File: src/rtl/regfile_operand_fetch_pkg.sv
`default_nettype none
// ============================================================================
//  Module      : regfile_operand_fetch_pkg
//  Description : Shared widths, constants and types for the register file /
//                operand-fetch slice (decoder, fetch stage, write-back).
//  Revision    : 1.0 - initial release
// ============================================================================
package regfile_operand_fetch_pkg;

    localparam int DEF_DATA_W = 32;
    localparam int DEF_ADDR_W = 5;

    // Architectural zero register index.
    localparam int REG_ZERO   = 0;

    // Register index as seen by the decoder and write-back stage.
    typedef logic [DEF_ADDR_W-1:0] reg_idx_t;

endpackage : regfile_operand_fetch_pkg
`default_nettype wire

File: src/rtl/regfile_operand_fetch_if.sv
`default_nettype none
// ============================================================================
//  Module      : regfile_operand_fetch_if
//  Description : Fetch request, write-back and operand bundle between the
//                decode/write-back side (master) and the register file (slave).
//  Revision    : 1.0 - initial release
// ============================================================================
interface regfile_operand_fetch_if #(
    parameter int DATA_W = 32,
    parameter int ADDR_W = 5
);
    logic              rd_en;
    logic              stall;
    logic [ADDR_W-1:0] rs_addr;
    logic [ADDR_W-1:0] rt_addr;
    logic              we;
    logic [ADDR_W-1:0] wr_addr;
    logic [DATA_W-1:0] wr_data;
    logic [DATA_W-1:0] a;
    logic [DATA_W-1:0] b;
    logic              op_valid;

    modport master (
        output rd_en, stall, rs_addr, rt_addr, we, wr_addr, wr_data,
        input  a, b, op_valid
    );

    modport slave (
        input  rd_en, stall, rs_addr, rt_addr, we, wr_addr, wr_data,
        output a, b, op_valid
    );
endinterface : regfile_operand_fetch_if
`default_nettype wire

File: src/rtl/regfile_read_port.sv
`default_nettype none
// ============================================================================
//  Module      : regfile_read_port
//  Description : Combinational register read port. Returns zero for r0,
//                forwards a same-cycle write-back to the same index, else
//                reads the storage array.
//  Revision    : 1.0 - initial release
// ============================================================================
module regfile_read_port
    import regfile_operand_fetch_pkg::*;
#(
    parameter int DATA_W = DEF_DATA_W,
    parameter int ADDR_W = DEF_ADDR_W
) (
    input  wire logic [ADDR_W-1:0] i_addr,
    input  wire logic [DATA_W-1:0] i_mem [2**ADDR_W],
    input  wire logic              i_we,
    input  wire logic [ADDR_W-1:0] i_wr_addr,
    input  wire logic [DATA_W-1:0] i_wr_data,
    output logic      [DATA_W-1:0] o_data
);

    // r0 rule has priority; a write to r0 can therefore never be forwarded.
    always_comb begin
        o_data = i_mem[i_addr];
        if (i_addr == ADDR_W'(REG_ZERO)) begin
            o_data = '0;
        end else if (i_we && (i_wr_addr == i_addr)) begin
            o_data = i_wr_data;
        end
    end

endmodule : regfile_read_port
`default_nettype wire

File: src/rtl/regfile_operand_fetch.sv
`default_nettype none
// ============================================================================
//  Module      : regfile_operand_fetch
//  Description : 32-entry register file with a registered two-operand fetch
//                stage feeding the ALU. 1-cycle read latency, write-to-read
//                bypass, hardwired r0, stall holds the operand pair.
//  Revision    : 1.0 - initial release
// ============================================================================
module regfile_operand_fetch
    import regfile_operand_fetch_pkg::*;
#(
    parameter int DATA_W = DEF_DATA_W,
    parameter int ADDR_W = DEF_ADDR_W
) (
    input  wire logic                clk,
    input  wire logic                rst_n,
    regfile_operand_fetch_if.slave   bus
);

    localparam int c_DEPTH = 2**ADDR_W;

    logic [DATA_W-1:0] r_mem [c_DEPTH];
    logic [DATA_W-1:0] r_a;
    logic [DATA_W-1:0] r_b;
    logic              r_op_valid;
    logic [DATA_W-1:0] w_a;
    logic [DATA_W-1:0] w_b;

    // Storage: cleared on reset; write-back ignores stall, r0 never written.
    always_ff @(posedge clk) begin
        if (!rst_n) begin
            for (int i = 0; i < c_DEPTH; i++) begin
                r_mem[i] <= '0;
            end
        end else if (bus.we && (bus.wr_addr != ADDR_W'(REG_ZERO))) begin
            r_mem[bus.wr_addr] <= bus.wr_data;
        end
    end

    regfile_read_port #(
        .DATA_W (DATA_W),
        .ADDR_W (ADDR_W)
    ) u_port_a (
        .i_addr    (bus.rs_addr),
        .i_mem     (r_mem),
        .i_we      (bus.we),
        .i_wr_addr (bus.wr_addr),
        .i_wr_data (bus.wr_data),
        .o_data    (w_a)
    );

    regfile_read_port #(
        .DATA_W (DATA_W),
        .ADDR_W (ADDR_W)
    ) u_port_b (
        .i_addr    (bus.rt_addr),
        .i_mem     (r_mem),
        .i_we      (bus.we),
        .i_wr_addr (bus.wr_addr),
        .i_wr_data (bus.wr_data),
        .o_data    (w_b)
    );

    // Operand registers: stall freezes everything, idle only drops valid.
    always_ff @(posedge clk) begin
        if (!rst_n) begin
            r_a        <= '0;
            r_b        <= '0;
            r_op_valid <= 1'b0;
        end else if (!bus.stall) begin
            if (bus.rd_en) begin
                r_a        <= w_a;
                r_b        <= w_b;
                r_op_valid <= 1'b1;
            end else begin
                r_op_valid <= 1'b0;
            end
        end
    end

    assign bus.a        = r_a;
    assign bus.b        = r_b;
    assign bus.op_valid = r_op_valid;

endmodule : regfile_operand_fetch
`default_nettype wire

File: src/flat_wrapper.sv
// flat-port wrapper written by rule: the top's interface ports become plain ports
module regfile_operand_fetch_flat import regfile_operand_fetch_pkg::*;
#(
    parameter int DATA_W = DEF_DATA_W,
    parameter int ADDR_W = DEF_ADDR_W
)
  (clk, rst_n, bus_rd_en, bus_stall, bus_rs_addr, bus_rt_addr, bus_we, bus_wr_addr, bus_wr_data, bus_a, bus_b, bus_op_valid);
  regfile_operand_fetch_if #(.DATA_W(DATA_W), .ADDR_W(ADDR_W)) bus_i ();
  input  wire logic clk;
  input  wire logic rst_n;
  input wire logic [$bits(bus_i.rd_en)-1:0] bus_rd_en;
  input wire logic [$bits(bus_i.stall)-1:0] bus_stall;
  input wire logic [$bits(bus_i.rs_addr)-1:0] bus_rs_addr;
  input wire logic [$bits(bus_i.rt_addr)-1:0] bus_rt_addr;
  input wire logic [$bits(bus_i.we)-1:0] bus_we;
  input wire logic [$bits(bus_i.wr_addr)-1:0] bus_wr_addr;
  input wire logic [$bits(bus_i.wr_data)-1:0] bus_wr_data;
  output wire logic [$bits(bus_i.a)-1:0] bus_a;
  output wire logic [$bits(bus_i.b)-1:0] bus_b;
  output wire logic [$bits(bus_i.op_valid)-1:0] bus_op_valid;
  assign bus_i.rd_en = bus_rd_en;
  assign bus_i.stall = bus_stall;
  assign bus_i.rs_addr = bus_rs_addr;
  assign bus_i.rt_addr = bus_rt_addr;
  assign bus_i.we = bus_we;
  assign bus_i.wr_addr = bus_wr_addr;
  assign bus_i.wr_data = bus_wr_data;
  assign bus_a = bus_i.a;
  assign bus_b = bus_i.b;
  assign bus_op_valid = bus_i.op_valid;
  regfile_operand_fetch #(.DATA_W(DATA_W), .ADDR_W(ADDR_W)) u_core (.clk(clk), .rst_n(rst_n), .bus(bus_i));
endmodule
File: config.mk
export PLATFORM = sky130hd
export DESIGN_NAME = regfile_operand_fetch_flat
export DESIGN_NICKNAME = d
export VERILOG_FILES = /design/src/rtl/regfile_operand_fetch_pkg.sv /design/src/rtl/regfile_operand_fetch_if.sv /design/src/rtl/regfile_read_port.sv /design/src/rtl/regfile_operand_fetch.sv /design/src/flat_wrapper.sv
export SDC_FILE = /design/constraint.sdc
export NUM_CORES = 2
export LEC_CHECK = 0
export BUFFER_PORTS_ARGS = -buffer_cell sky130_fd_sc_hd__buf_4
export CELL_PAD_IN_SITES_DETAIL_PLACEMENT = 1
export CELL_PAD_IN_SITES_GLOBAL_PLACEMENT = 2
export CORE_ASPECT_RATIO = 1.5
export CORE_MARGIN = 2
export CORE_UTILIZATION = 37
export DETAILED_ROUTE_END_ITERATION = 6
export PLACE_DENSITY = 0.85
export REMOVE_ABC_BUFFERS = 1
export SKIP_CTS_REPAIR_TIMING = 1
export SLEW_MARGIN = 20
export SYNTH_ARGS = -nofsm -noshare
export SYNTH_HDL_FRONTEND = slang
export SYNTH_SLANG_ARGS = --single-unit
File: constraint.sdc
create_clock -name clk -period 2 [get_ports clk]
set_clock_uncertainty 0.2 [all_clocks]
set_input_delay 0.4 -clock clk [delete_from_list [all_inputs] [get_ports clk]]
set_output_delay 0.4 -clock clk [all_outputs]
set_load 0.05 [all_outputs]
Word-level counts from Yosys, hierarchy flattened
Index checks and enable logic that the tools add are counted.

storage, ports and cells
  output and inout bits = 65
  register bits = 1089
  input bits = 52
  word-level logic and storage cells = 67

operators by class
  bitwise gates (word level) = 4
  order comparisons = 4
  equality and inequality tests = 2
  mux-type cells = 14
  reduce and logical (&&, ||, !) cells = 8

operator list
  kind                  number
  $bwmux W1024          1
  $bmux W32 S5          2
  $mux W32              9
  $demux W32 S5         1
  $ge A6 B6 Y1 const B  3
  $not A5 Y6            3
  $eq A5 B5 Y1          2
  $logic_not A5 Y1      2
  $lt A6 B1 Y1 const B  1
  $reduce_bool A5 Y1    1
  $logic_and A1 B1 Y1   4
  $reduce_and A2 Y1     1
  $mux W1               1
  $not A1 Y1            1

Depth between registers and ports, before layout
  depth after elaboration = 6
  gate-level depth with buffers = 10
  gate-level depth less buffers = 5

Modules after synthesis
Synthesis repeated with hierarchy kept, for this count alone.

second synthesis, totals
  cell total of the unflattened synthesis = 5422
  area, all modules = 56589.3 um2

modules (own cells, without submodules)
  module                 sequential area each (um2)  cells an instance  area each (um2)  times used
  regfile_operand_fetch  21800.9                     3718               38409.3          1
  regfile_read_port      0.0                         852                9090.0           2

Worst setup path before layout
OpenSTA, ideal clock, no wires.

  kind = in2reg
  start point = input port bus_rt_addr[1]
  end point = register u_core.r_b[29], in the netlist u_core.bus.b[29]
  cell stages on the path = 8
  setup time = 0.123 ns
  data arrival time = 1.834 ns
  path slack = -0.157 ns
  path through = buf_4 buf_2 buf_2 mux4_2 mux2i_1 nand2_1 o211ai_1 o21ai_1

on the way
  longest elaborated chain between the ends = 6
  elaborated cells between the ends (all ways) = 9
  those cells by class = eq/ne: 1; mux: 5; bitwise: 1; reduce/logical: 2

RTL lines
  element                                      line                         source
  start: declaration                           flat_wrapper.sv:14           input wire logic [$bits(bus_i.rt_addr)-1:0] bus_rt_addr;
  $not A5 Y6 (not written as such)             regfile_read_port.sv:25      o_data = i_mem[i_addr];
  $bmux W32 S5                                 regfile_read_port.sv:25
  $mux W32 (not written as such) (2 in a row)  regfile_read_port.sv:25
  $mux W32                                     regfile_read_port.sv:28      end else if (i_we && (i_wr_addr == i_addr)) begin
  $mux W32 *                                   regfile_read_port.sv:26      if (i_addr == ADDR_W'(REG_ZERO)) begin
  end signal: assignment                       regfile_operand_fetch.sv:73  r_b <= w_b;
  end: declaration                             regfile_operand_fetch.sv:24  logic [DATA_W-1:0] r_b;

Mark *: on every way between the ends. The rest lies on a longest branch, timed or not. The select of a mux whose other input is x is not followed.
A chain may end at the register's enable or synchronous reset.

Worst setup path after layout
  start point = input port bus_rt_addr[1]
  end point = register u_core.r_b[12], in the netlist u_core.bus.b[12]

The elaborated chain is that of the path after synthesis.

==> flow_summary.toml <==
[logic_synthesis]
yosysSeqAreaShare = 0.381
synth.area.top_cells = "dfxtp_1 (38%), mux4_2 (20%), nand2_1 (16%)"
netlist_instances = 6209
avgSynthCellArea_sq_um = 9.22
synth_area_sq_um = 57200
yosysUniqueCellTypes = 34
yosysWarnings = 0
yosysTopAreaCell = "dfxtp_1"
ys_ff_latch = 1089
yosys.area.top_type_share = 0.381

[floorplan]
die_h_um = 486
io_pins = 117
rows = 176
coreArea_sq_um = 153000
fp.dieW_um = 325
initial_utilization = 0.373
die-area_sq_um = 158000

[setup_path]
r2r_cells = 5
critical_path_class = "input port to register"
crit_chain = "buf_8, buf_12, buf_4, mux4_2, nand2_1, nand2_1, o211ai_1, o21ai_1"
r2r_slack_ns = 0.03
cp_slowest_cell = "mux4_2"
r2r_end = "u_core.bus.b[3]"
cp.required_ns = 2.39
slowest_delay_ns = 0.48
r2r_start = "u_core.r_mem[323]"
path_common_cell = "nand2_1"
critPathArrivalTime_ns = 2.39
crit_fanout = 21
crit_path_end_kind = "register"
start_kind = "input port"

[cells_and_area]
nets = 6388
multi_input_area_sq_um = 32900
drive_gt1_frac = 0.221
n_fill_cell = 17163
area_growth_pct = 20.3
final_cells = 8473
final_cell_mix = "nand2_1 (2366), dfxtp_1 (1070), a21boi_0 (732)"
regArea_sq_um = 21800
layout_commonest_cell = "nand2_1"

[power]
total_power_mw = 48.8
leakage_nw = 23.7
powerDensity_nw_per_um2 = 708
irDropWorstVdd_v = 0.000584

[hold_path]
hp-start = "bus_rs_addr[4]"
hold_depth = 6
hold_end = "u_core.bus.a[30]"
min_path_type = "input port to register"

[route]
detail-route-antenna-nets = 0
drt-initial-drc-count = 4176
vias_per_cell = 5.93
first_pass_iters = 6
drc_errors = 0
post_drt_wl_per_cell_um = 28.1
vias = 50246
routed_wl_mm = 238

[timing]
drv_slew = 0
timing.fmax_mhz = 500
min_period_ns = 2.00
hold_viol = 0
tightest_slew_ns = 0.728
rsz0062_at_grt = "true"
slew_headroom = 0.515
final-setup-viol-count = 0
fin_crit_sh = 0.999

[cts]
clkLatencyLatePin_ns = 0.74
cts_htree_levels = 3
root_buffer = "clkbuf_16"
cts.path.max_buffers = 3
clk_pin_slew_worst_paths_ns = 0.07
clock_sinks = 1089
cts_buffers = 107
tritoncts = "done"

[grt]
antenna_found_initial = 13
gr-total-overflow = 0
grt_pass1_wl_mm = 351
track_usage = 0.296
grt_pass1_vias = 52605
grt_max_degree = 138

[placement]
dp_cells = 8238
hpwl_mm = 163
place.port_buffers = 116
gp_congestion = 0.879

[run_status]
status = "complete, no violations"

[flow_run]
maxCapViolCount = 0
## logic make-up (layout without fill, tap and decap cells)
kind of cell	after synthesis	in the layout	synth area share
AO/OA/AOI/OAI	1189	1189	0.155
XOR/XNOR	10	10	0.00153
buffers and inverters	647	860	0.0508
flip-flops	1089	1089	0.381
multiplexers	704	704	0.235
other	0	4	0
AND/OR/NAND/NOR	2570	2570	0.177
## metal layers
layer	vias to the layer above	GRT usage	part of all wire
met4	8	0.147	0.052
met5	-	0	0.00019
met3	626	0.0428	0.062
li1	21646	-	-
met2	1967	0.522	0.50
met1	25999	0.350	0.38
## state kept, by name (all words and copies together) (netlist names)
register and count:
u_core.bus.b 32, u_core.r_mem 1024, u_core.bus.op_valid 1, u_core.bus.a 32
## cells in the mapped netlist (all sizes together)
cell and instances:
mux4 512, o211ai 64, and2 41, xor2 8, o21a 2, nor3 12, nand4 1, mux2i 192
o21ai 64, nand2 2403, nor4 10, or2 3, dfxtp 1089, xnor2 2, a32oi 64, clkbuf 388
nor2 21, buf 259, a21boi 995, nand2b 72, nor2b 4, or4 2, and3b 1
## cell type report
type / count / area share
multi-input combinational: 4473 / 0.478
sequential: 1089 / 0.317
timing repair buffer: 665 / 0.115
clock buffer: 156 / 0.0466
tap: 2047 / 0.0372
clock inverter: 39 / 0.00571
antenna: 4 / 0.000145
## how the worst max path moves through the flow
stage                startpoint  slack (ns)               end
6_report         bus_rt_addr[1]       0.002  u_core.bus.b[12]
5_1_grt          bus_rs_addr[1]       -0.02  u_core.bus.a[11]
4_1_cts        u_core.bus.a[17]       -0.33         bus_a[17]
3_5_place_dp     bus_rs_addr[1]       -0.95  u_core.bus.a[27]
3_3_place_gp     bus_rs_addr[1]       -0.92  u_core.bus.a[27]
2_1_floorplan         bus_stall       -0.98  u_core.bus.b[30]
## power breakdown
part           switching [mW]  internal, mW  leakage [nW]  total, mW
Sequential              0.217          21.9          8.79       22.1
Clock                    9.35          12.0          1.79       21.3
Combinational            3.22          2.11          13.1       5.32
## worst max-delay path: cells and delay by family
kind / cells / cell delay [ns]
buf+inv: 3 / 0.66
compound gates: 2 / 0.61
mux: 1 / 0.48
simple gates: 2 / 0.17
## metrics by stage
step | utilization | hold slack (ns) | worst slack [ns] | area, sq um | setup TNS (ns)
after CTS | 0.445 | -0.280 | -0.331 | 68300 | -3.37
after global routing | 0.448 | 0.171 | -0.0155 | 68800 | -0.0302
after global placement | 0.421 | 0.247 | -0.919 | 64700 | -320.25
final | 0.449 | 0.183 | 0.00156 | 68800 | 0
after detailed placement | 0.421 | 0.259 | -0.946 | 64700 | -395.62
after floorplan | - | 0.240 | -0.976 | 54300 | -499.17
(Power assumes the default switching activity.)
